<file path="src/rtl/mem_access_pkg.sv">
// Shared encodings for the MEM-stage load/store controller: access sizes,
// trap cause codes and FSM state encoding.
package mem_access_pkg;

   localparam logic [1:0] SIZE_BYTE = 2'b00;
   localparam logic [1:0] SIZE_HALF = 2'b01;
   localparam logic [1:0] SIZE_WORD = 2'b10;
   localparam logic [1:0] SIZE_ILL  = 2'b11;

   localparam logic [1:0] CAUSE_NONE     = 2'b00;
   localparam logic [1:0] CAUSE_MISALIGN = 2'b01;
   localparam logic [1:0] CAUSE_ILL_SIZE = 2'b10;
   localparam logic [1:0] CAUSE_OOB      = 2'b11;

   typedef enum logic [1:0] {
      ST_IDLE   = 2'b00,
      ST_ACCESS = 2'b01,
      ST_RESP   = 2'b10
   } state_e;

   // Bytes touched by an access; the illegal size reports 1 (it traps anyway).
   function automatic logic [2:0] size_bytes(input logic [1:0] size);
      case (size)
         SIZE_BYTE: size_bytes = 3'd1;
         SIZE_HALF: size_bytes = 3'd2;
         SIZE_WORD: size_bytes = 3'd4;
         default:   size_bytes = 3'd1;
      endcase
   endfunction

endpackage

</file>
<file path="src/rtl/mem_align_check.sv">
// Combinational request checker: size + address -> {trap, cause}.
// The bounds check is built only when MEM_BOUNDS_CHECK_EN is defined.
module mem_align_check
   import mem_access_pkg::*;
#(
   parameter int ADDR_W    = 8,
   parameter int MEM_BYTES = 256
) (
   input  logic [1:0]        size_i,
   input  logic [ADDR_W-1:0] addr_i,
   output logic              trap_o,
   output logic [1:0]        cause_o
);

`ifdef MEM_BOUNDS_CHECK_EN
   localparam logic BOUNDS_EN = 1'b1;
`else
   localparam logic BOUNDS_EN = 1'b0;
`endif

   logic [ADDR_W:0] last_s;
   logic            misalign_s;
   logic            oob_s;

   // One extra bit so an access that wraps past the top of the address space also traps.
   assign last_s = {1'b0, addr_i} + (ADDR_W+1)'(size_bytes(size_i)) - (ADDR_W+1)'(1);
   assign oob_s  = BOUNDS_EN & (last_s >= (ADDR_W+1)'(MEM_BYTES));

   // Alignment rule: halves on even addresses, words on multiples of four.
   always_comb begin
      misalign_s = 1'b0;
      case (size_i)
         SIZE_HALF: misalign_s = addr_i[0];
         SIZE_WORD: misalign_s = (addr_i[1:0] != 2'b00);
         default:   misalign_s = 1'b0;
      endcase
   end

   // Priority: illegal size, then misalignment, then bounds.
   always_comb begin
      trap_o  = 1'b0;
      cause_o = CAUSE_NONE;
      if (size_i == SIZE_ILL) begin
         trap_o  = 1'b1;
         cause_o = CAUSE_ILL_SIZE;
      end else if (misalign_s) begin
         trap_o  = 1'b1;
         cause_o = CAUSE_MISALIGN;
      end else if (oob_s) begin
         trap_o  = 1'b1;
         cause_o = CAUSE_OOB;
      end else begin
         trap_o  = 1'b0;
         cause_o = CAUSE_NONE;
      end
   end

endmodule

</file>
<file path="src/rtl/mem_access_ctrl.sv">
// MEM-stage load/store controller in front of the byte-addressed data RAM.
// Optional bounds trap enabled by defining MEM_BOUNDS_CHECK_EN.
module mem_access_ctrl
   import mem_access_pkg::*;
#(
   parameter int ADDR_W    = 8,
   parameter int DATA_W    = 32,
   parameter int MEM_BYTES = 256
) (
   input  logic              clk_i,
   input  logic              rst_n_i,
   input  logic              req_valid_i,
   output logic              req_ready_o,
   input  logic              req_write_i,
   input  logic [1:0]        req_size_i,
   input  logic              req_sext_i,
   input  logic [ADDR_W-1:0] req_addr_i,
   input  logic [DATA_W-1:0] req_wdata_i,
   output logic              resp_valid_o,
   input  logic              resp_ready_i,
   output logic [DATA_W-1:0] resp_rdata_o,
   output logic              resp_trap_o,
   output logic [1:0]        resp_cause_o,
   output logic              ram_en_o,
   output logic              ram_rw_o,
   output logic              ram_sext_o,
   output logic [1:0]        ram_size_o,
   output logic [ADDR_W-1:0] ram_addr_o,
   output logic [DATA_W-1:0] ram_wdata_o,
   input  logic [DATA_W-1:0] ram_rdata_i
);

   state_e            state_q;
   logic              req_ready_q;
   logic              resp_valid_q;
   logic [DATA_W-1:0] resp_rdata_q;
   logic              resp_trap_q;
   logic [1:0]        resp_cause_q;
   logic              ram_en_q;
   logic              ram_rw_q;
   logic              ram_sext_q;
   logic [1:0]        ram_size_q;
   logic [ADDR_W-1:0] ram_addr_q;
   logic [DATA_W-1:0] ram_wdata_q;
   logic              chk_trap_s;
   logic [1:0]        chk_cause_s;

   mem_align_check #(
      .ADDR_W    (ADDR_W),
      .MEM_BYTES (MEM_BYTES)
   ) u_align_check (
      .size_i  (req_size_i),
      .addr_i  (req_addr_i),
      .trap_o  (chk_trap_s),
      .cause_o (chk_cause_s)
   );

   // The ram_* registers double as the captured request; only ram_en gates the RAM.
   always_ff @(posedge clk_i) begin
      if (!rst_n_i) begin
         state_q      <= ST_IDLE;
         req_ready_q  <= 1'b1;
         resp_valid_q <= 1'b0;
         resp_rdata_q <= {DATA_W{1'b0}};
         resp_trap_q  <= 1'b0;
         resp_cause_q <= CAUSE_NONE;
         ram_en_q     <= 1'b0;
         ram_rw_q     <= 1'b0;
         ram_sext_q   <= 1'b0;
         ram_size_q   <= 2'b00;
         ram_addr_q   <= {ADDR_W{1'b0}};
         ram_wdata_q  <= {DATA_W{1'b0}};
      end else begin
         case (state_q)
            ST_IDLE: begin
               if (req_valid_i) begin
                  req_ready_q <= 1'b0;
                  ram_rw_q    <= req_write_i;
                  ram_sext_q  <= req_sext_i & ~req_write_i;
                  ram_size_q  <= req_size_i;
                  ram_addr_q  <= req_addr_i;
                  ram_wdata_q <= req_wdata_i;
                  if (chk_trap_s) begin
                     state_q      <= ST_RESP;
                     resp_valid_q <= 1'b1;
                     resp_trap_q  <= 1'b1;
                     resp_cause_q <= chk_cause_s;
                     resp_rdata_q <= {DATA_W{1'b0}};
                  end else begin
                     state_q  <= ST_ACCESS;
                     ram_en_q <= 1'b1;
                  end
               end else begin
                  req_ready_q <= 1'b1;
               end
            end
            ST_ACCESS: begin
               state_q      <= ST_RESP;
               ram_en_q     <= 1'b0;
               resp_valid_q <= 1'b1;
               resp_trap_q  <= 1'b0;
               resp_cause_q <= CAUSE_NONE;
               resp_rdata_q <= ram_rw_q ? {DATA_W{1'b0}} : ram_rdata_i;
            end
            ST_RESP: begin
               if (resp_ready_i) begin
                  state_q      <= ST_IDLE;
                  req_ready_q  <= 1'b1;
                  resp_valid_q <= 1'b0;
                  resp_trap_q  <= 1'b0;
                  resp_cause_q <= CAUSE_NONE;
                  resp_rdata_q <= {DATA_W{1'b0}};
               end else begin
                  state_q <= ST_RESP;
               end
            end
            default: begin
               state_q      <= ST_IDLE;
               req_ready_q  <= 1'b1;
               resp_valid_q <= 1'b0;
               ram_en_q     <= 1'b0;
            end
         endcase
      end
   end

   assign req_ready_o  = req_ready_q;
   assign resp_valid_o = resp_valid_q;
   assign resp_rdata_o = resp_rdata_q;
   assign resp_trap_o  = resp_trap_q;
   assign resp_cause_o = resp_cause_q;
   assign ram_en_o     = ram_en_q;
   assign ram_rw_o     = ram_rw_q;
   assign ram_sext_o   = ram_sext_q;
   assign ram_size_o   = ram_size_q;
   assign ram_addr_o   = ram_addr_q;
   assign ram_wdata_o  = ram_wdata_q;

endmodule

</file>
<file path="config.mk">
export PLATFORM = sky130hd
export DESIGN_NAME = mem_access_ctrl
export DESIGN_NICKNAME = d
export VERILOG_FILES = /design/src/rtl/mem_access_pkg.sv /design/src/rtl/mem_align_check.sv /design/src/rtl/mem_access_ctrl.sv
export SDC_FILE = /design/constraint.sdc
export NUM_CORES = 1
export LEC_CHECK = 0
export ABC_AREA = 1
export CORE_MARGIN = 3
export CORE_UTILIZATION = 45
export DETAILED_ROUTE_END_ITERATION = 16
export GPL_ROUTABILITY_DRIVEN = 0
export PLACE_DENSITY_LB_ADDON = 0.08
export SETUP_SLACK_MARGIN = 0.02
export SLEW_MARGIN = 15
export SYNTH_ARGS = -nofsm -noshare
export SYNTH_HDL_FRONTEND = slang
export SYNTH_SLANG_ARGS = --single-unit
</file>
<file path="constraint.sdc">
create_clock -name clk_i -period 2.6 [get_ports clk_i]
set_clock_uncertainty 0.2 [all_clocks]
set_input_delay 0.39 -clock clk_i [delete_from_list [all_inputs] [get_ports clk_i]]
set_output_delay 0.39 -clock clk_i [all_outputs]
set_load 0.005 [all_outputs]
</file>
==> flow_summary.rst <==
.. list-table::
   :header-rows: 1

   * - Metric
     - Value
   * - Run status
     - complete, no violations
   * - Final core occ
     - 72.9%
   * - P per Cell Area
     - 676 nW/µm²
   * - Total clock buffers created by CTS
     - 9
   * - Type of the worst min-delay path
     - register to register
   * - Count of endpoints failing hold in the final timing report
     - 0
   * - Ranking of synthesized cells by instance count
     - 119 x sky130_fd_sc_hd__nor2_1, 84 x sky130_fd_sc_hd__dfxtp_1, 45 x sky130_fd_sc_hd__o21ai_0
   * - Total core area
     - 7450 µm²
   * - Overall power of the completed layout
     - 3670 µW
   * - Post-cts gate resize count
     - 0
   * - Number of input and output port buffers inserted
     - 161
   * - Layout cell share with drive strength beyond 1
     - 7.83%
   * - Worst reg2reg path depth
     - 8
   * - Syn Inst Count
     - 471
   * - Mapped Nets
     - 558
   * - DIE HEIGHT
     - 94.7 µm
   * - Pins over their slew limit
     - 0
   * - Std cell rows
     - 31
   * - Post-synth top flop
     - sky130_fd_sc_hd__dfxtp_1
   * - CTS tree
     - yes
   * - Count of H-tree levels built during CTS
     - 3
   * - DRT antenna net count
     - 0
   * - Die extent in x
     - 94.7 µm
   * - Worst-path fanout max
     - 45
   * - Biggest area contributors in the synthesized netlist
     - sky130_fd_sc_hd__dfxtp_1 48%, sky130_fd_sc_hd__nor2_1 13%, sky130_fd_sc_hd__nand4_1 6.4%
   * - Max-cap violations
     - 0
   * - Via count
     - 3561
   * - Vias in the first global route
     - 3365
   * - Headroom to the max-slew limit
     - 53.4%
   * - Die ar.
     - 8960 µm²
   * - Initial core utilization
     - 47.5%
   * - Number of hold buffers added after CTS
     - 0
   * - Relative area change from synthesis to final layout
     - 53.4%
   * - Initial DRC count
     - 142
   * - Total standard cell area after synthesis
     - 3540 µm²
   * - Tightest Pin Transition
     - 698 ps
   * - CP Capture Type
     - register
   * - Total Routed Length
     - 9.95 mm
   * - GRT Util Overall
     - 22.5%
   * - CTS sink cnt
     - 84
   * - Smallest hold slack
     - 265 ps
   * - Sequential element share of the synthesized area
     - 47.5%
   * - Setup slack of the most critical reg-to-reg path
     - 470 ps
   * - Yosys cell types
     - 23
   * - Mean instance size in the synthesized netlist
     - 7.51 µm²
   * - Maximum operating frequency
     - 0.470 GHz
   * - Async set-or-reset flop fraction in the synthesized netlist
     - 0%
   * - Area fraction of the dominant cell type after synthesis
     - 47.5%
   * - Maximum number of pins on one net before global-route repair
     - 46
   * - Final std cells w/o fill
     - 725
   * - Instance count along the most critical hold path
     - 2
   * - Number of vias per cell
     - 4.91
   * - Post-placement cell count
     - 709
   * - Reg clk slew, reported paths
     - 90 ps
   * - Most numerous cell in the Yosys netlist
     - sky130_fd_sc_hd__nor2_1
   * - Global-route wire length before repair
     - 16.0 mm
   * - Initial antenna violation count
     - 0
   * - Buffers inserted by post-CTS timing repair
     - 0
   * - Post-DP HPWL
     - 7.08 mm
   * - Number of flops mapped to enable cells by yosys
     - 0
   * - Net count of the finished layout
     - 708
   * - Yosys warnings
     - 0
   * - Fraction of the cycle the final worst path needs
     - 81.9%
   * - Root cell of the clock tree
     - sky130_fd_sc_hd__clkbuf_8
   * - Number of search-and-repair iterations in the first detailed-routing pass
     - 4
   * - N_diodes
     - 0
   * - Leakage component of the power
     - 0.00217 µW
   * - Post-layout min period
     - 2130 ps
   * - Wire per inst
     - 13.7 µm
   * - Library cell occupying the most area in the post-synthesis netlist
     - sky130_fd_sc_hd__dfxtp_1
   * - Final setup viols
     - 0
   * - Grt total ovfl
     - 0
   * - Number of I/O pins
     - 162
   * - Crit Path Class
     - register to register
   * - Data arrival time of the critical path
     - 2210 ps
   * - Category of the worst setup path launch point
     - register
   * - Number of remaining DRC errors
     - 0
   * - Number of register bits inferred by synthesis
     - 84
   * - Required time of the worst setup path
     - 2680 ps
   * - Maximum clock insertion buffer count
     - 2
   * - Clock latency on the worst-skew pair
     - 340 ps
   * - Setup Total Neg Slack
     - 0 ps
   * - Unrepaired setup endpoints after global routing
     - no
   * - Maximum resistive drop on vdd
     - 0.417 mV
-- worst max-delay path, cell delays in order, from the launching register on --
cell and delay [ps]:
sky130_fd_sc_hd__dfxtp_1 340, sky130_fd_sc_hd__inv_1 100, sky130_fd_sc_hd__ha_1 350, sky130_fd_sc_hd__nand2_1 130, sky130_fd_sc_hd__buf_4 210, sky130_fd_sc_hd__clkinv_1 60
sky130_fd_sc_hd__buf_4 380, sky130_fd_sc_hd__o21ai_0 150, sky130_fd_sc_hd__a21oi_1 140
-- worst paths after layout --
check,start,to
hold reg to reg,resp_rdata_o[5]$_SDFFE_PN0P_,resp_rdata_o[5]$_SDFFE_PN0P_
setup reg to reg,state_q[1]$_SDFFE_PN0P_,ram_size_o[0]$_SDFFE_PN0P_
setup / recovery,state_q[1]$_SDFFE_PN0P_,ram_size_o[0]$_SDFFE_PN0P_
hold / removal,resp_rdata_o[5]$_SDFFE_PN0P_,resp_rdata_o[5]$_SDFFE_PN0P_
-- registers in the layout, indices dropped and copies added, names as in the netlist --
register,count
ram_sext_o,1
resp_rdata_o,32
ram_rw_o,1
resp_cause_o,2
ram_addr_o,8
req_ready_o,1
resp_trap_o,1
resp_valid_o,1
ram_size_o,2
state_q,2
ram_en_o,1
ram_wdata_o,32
-- layout by cell type (no fill, tap or decap) --
| master | n |
|---|---|
| sky130_fd_sc_hd__a211oi_1 | 1 |
| sky130_fd_sc_hd__a21oi_1 | 34 |
| sky130_fd_sc_hd__a21oi_2 | 10 |
| sky130_fd_sc_hd__buf_12 | 2 |
| sky130_fd_sc_hd__buf_4 | 8 |
| sky130_fd_sc_hd__bufinv_16 | 2 |
| sky130_fd_sc_hd__clkbuf_1 | 2 |
| sky130_fd_sc_hd__clkbuf_8 | 10 |
| sky130_fd_sc_hd__clkdlybuf4s50_1 | 161 |
| sky130_fd_sc_hd__clkinv_1 | 1 |
| sky130_fd_sc_hd__clkinv_2 | 1 |
| sky130_fd_sc_hd__clkinvlp_4 | 1 |
| sky130_fd_sc_hd__dfxtp_1 | 84 |
| sky130_fd_sc_hd__ha_1 | 7 |
| sky130_fd_sc_hd__inv_1 | 44 |
| sky130_fd_sc_hd__inv_2 | 1 |
| sky130_fd_sc_hd__inv_4 | 1 |
| sky130_fd_sc_hd__nand2_1 | 40 |
| sky130_fd_sc_hd__nand2_2 | 11 |
| sky130_fd_sc_hd__nand3_1 | 2 |
| sky130_fd_sc_hd__nand3_2 | 1 |
| sky130_fd_sc_hd__nand3_4 | 1 |
| sky130_fd_sc_hd__nand4_1 | 36 |
| sky130_fd_sc_hd__nor2_1 | 119 |
| sky130_fd_sc_hd__o21ai_0 | 45 |
| sky130_fd_sc_hd__or2_1 | 1 |
-- per-layer routing --
| layer | GRT usage, % | part of all wire, % |
|---|---|---|
| met5 | 0 | 0 |
| met4 | 7.69 | 1.5 |
| met3 | 6.06 | 7.0 |
| met2 | 37.9 | 49 |
| met1 | 27.7 | 42 |
-- layout make-up --
| class | instances | area, µm² |
|---|---|---|
| Clock buffer | 12 | 145 |
| Clock inverter | 4 | 72.6 |
| Fill cell | 603 | 2020 |
| Inverter | 47 | 179 |
| Multi-Input combinational cell | 308 | 1510 |
| Sequential cell | 84 | 1680 |
| Tap cell | 99 | 124 |
| Timing Repair Buffer | 171 | 1710 |
-- kinds of logic after synthesis --
group / synth area share [%]
buffers and inverters: 9.69
adders and majority gates: 2.48
AOI/OAI and AO/OA: 13.9
and+or+nand+nor: 26.4
DFF: 47.5
-- where the power goes --
part	internal (µW)	switching (µW)	leakage, µW
clock	567	452	0.000107
sequential	1430	75.9	0.000689
combinational	542	604	0.00137
-- metrics by stage --
step / setup slack [ps] / cell area (µm²)
3_5_place_dp: 153 / 5210
4_1_cts: 463 / 5430
6_report: 472 / 5430
5_1_grt: 318 / 5430
2_1_floorplan: 796 / 3540
3_3_place_gp: 214 / 5210
(Power assumes the default switching activity.)
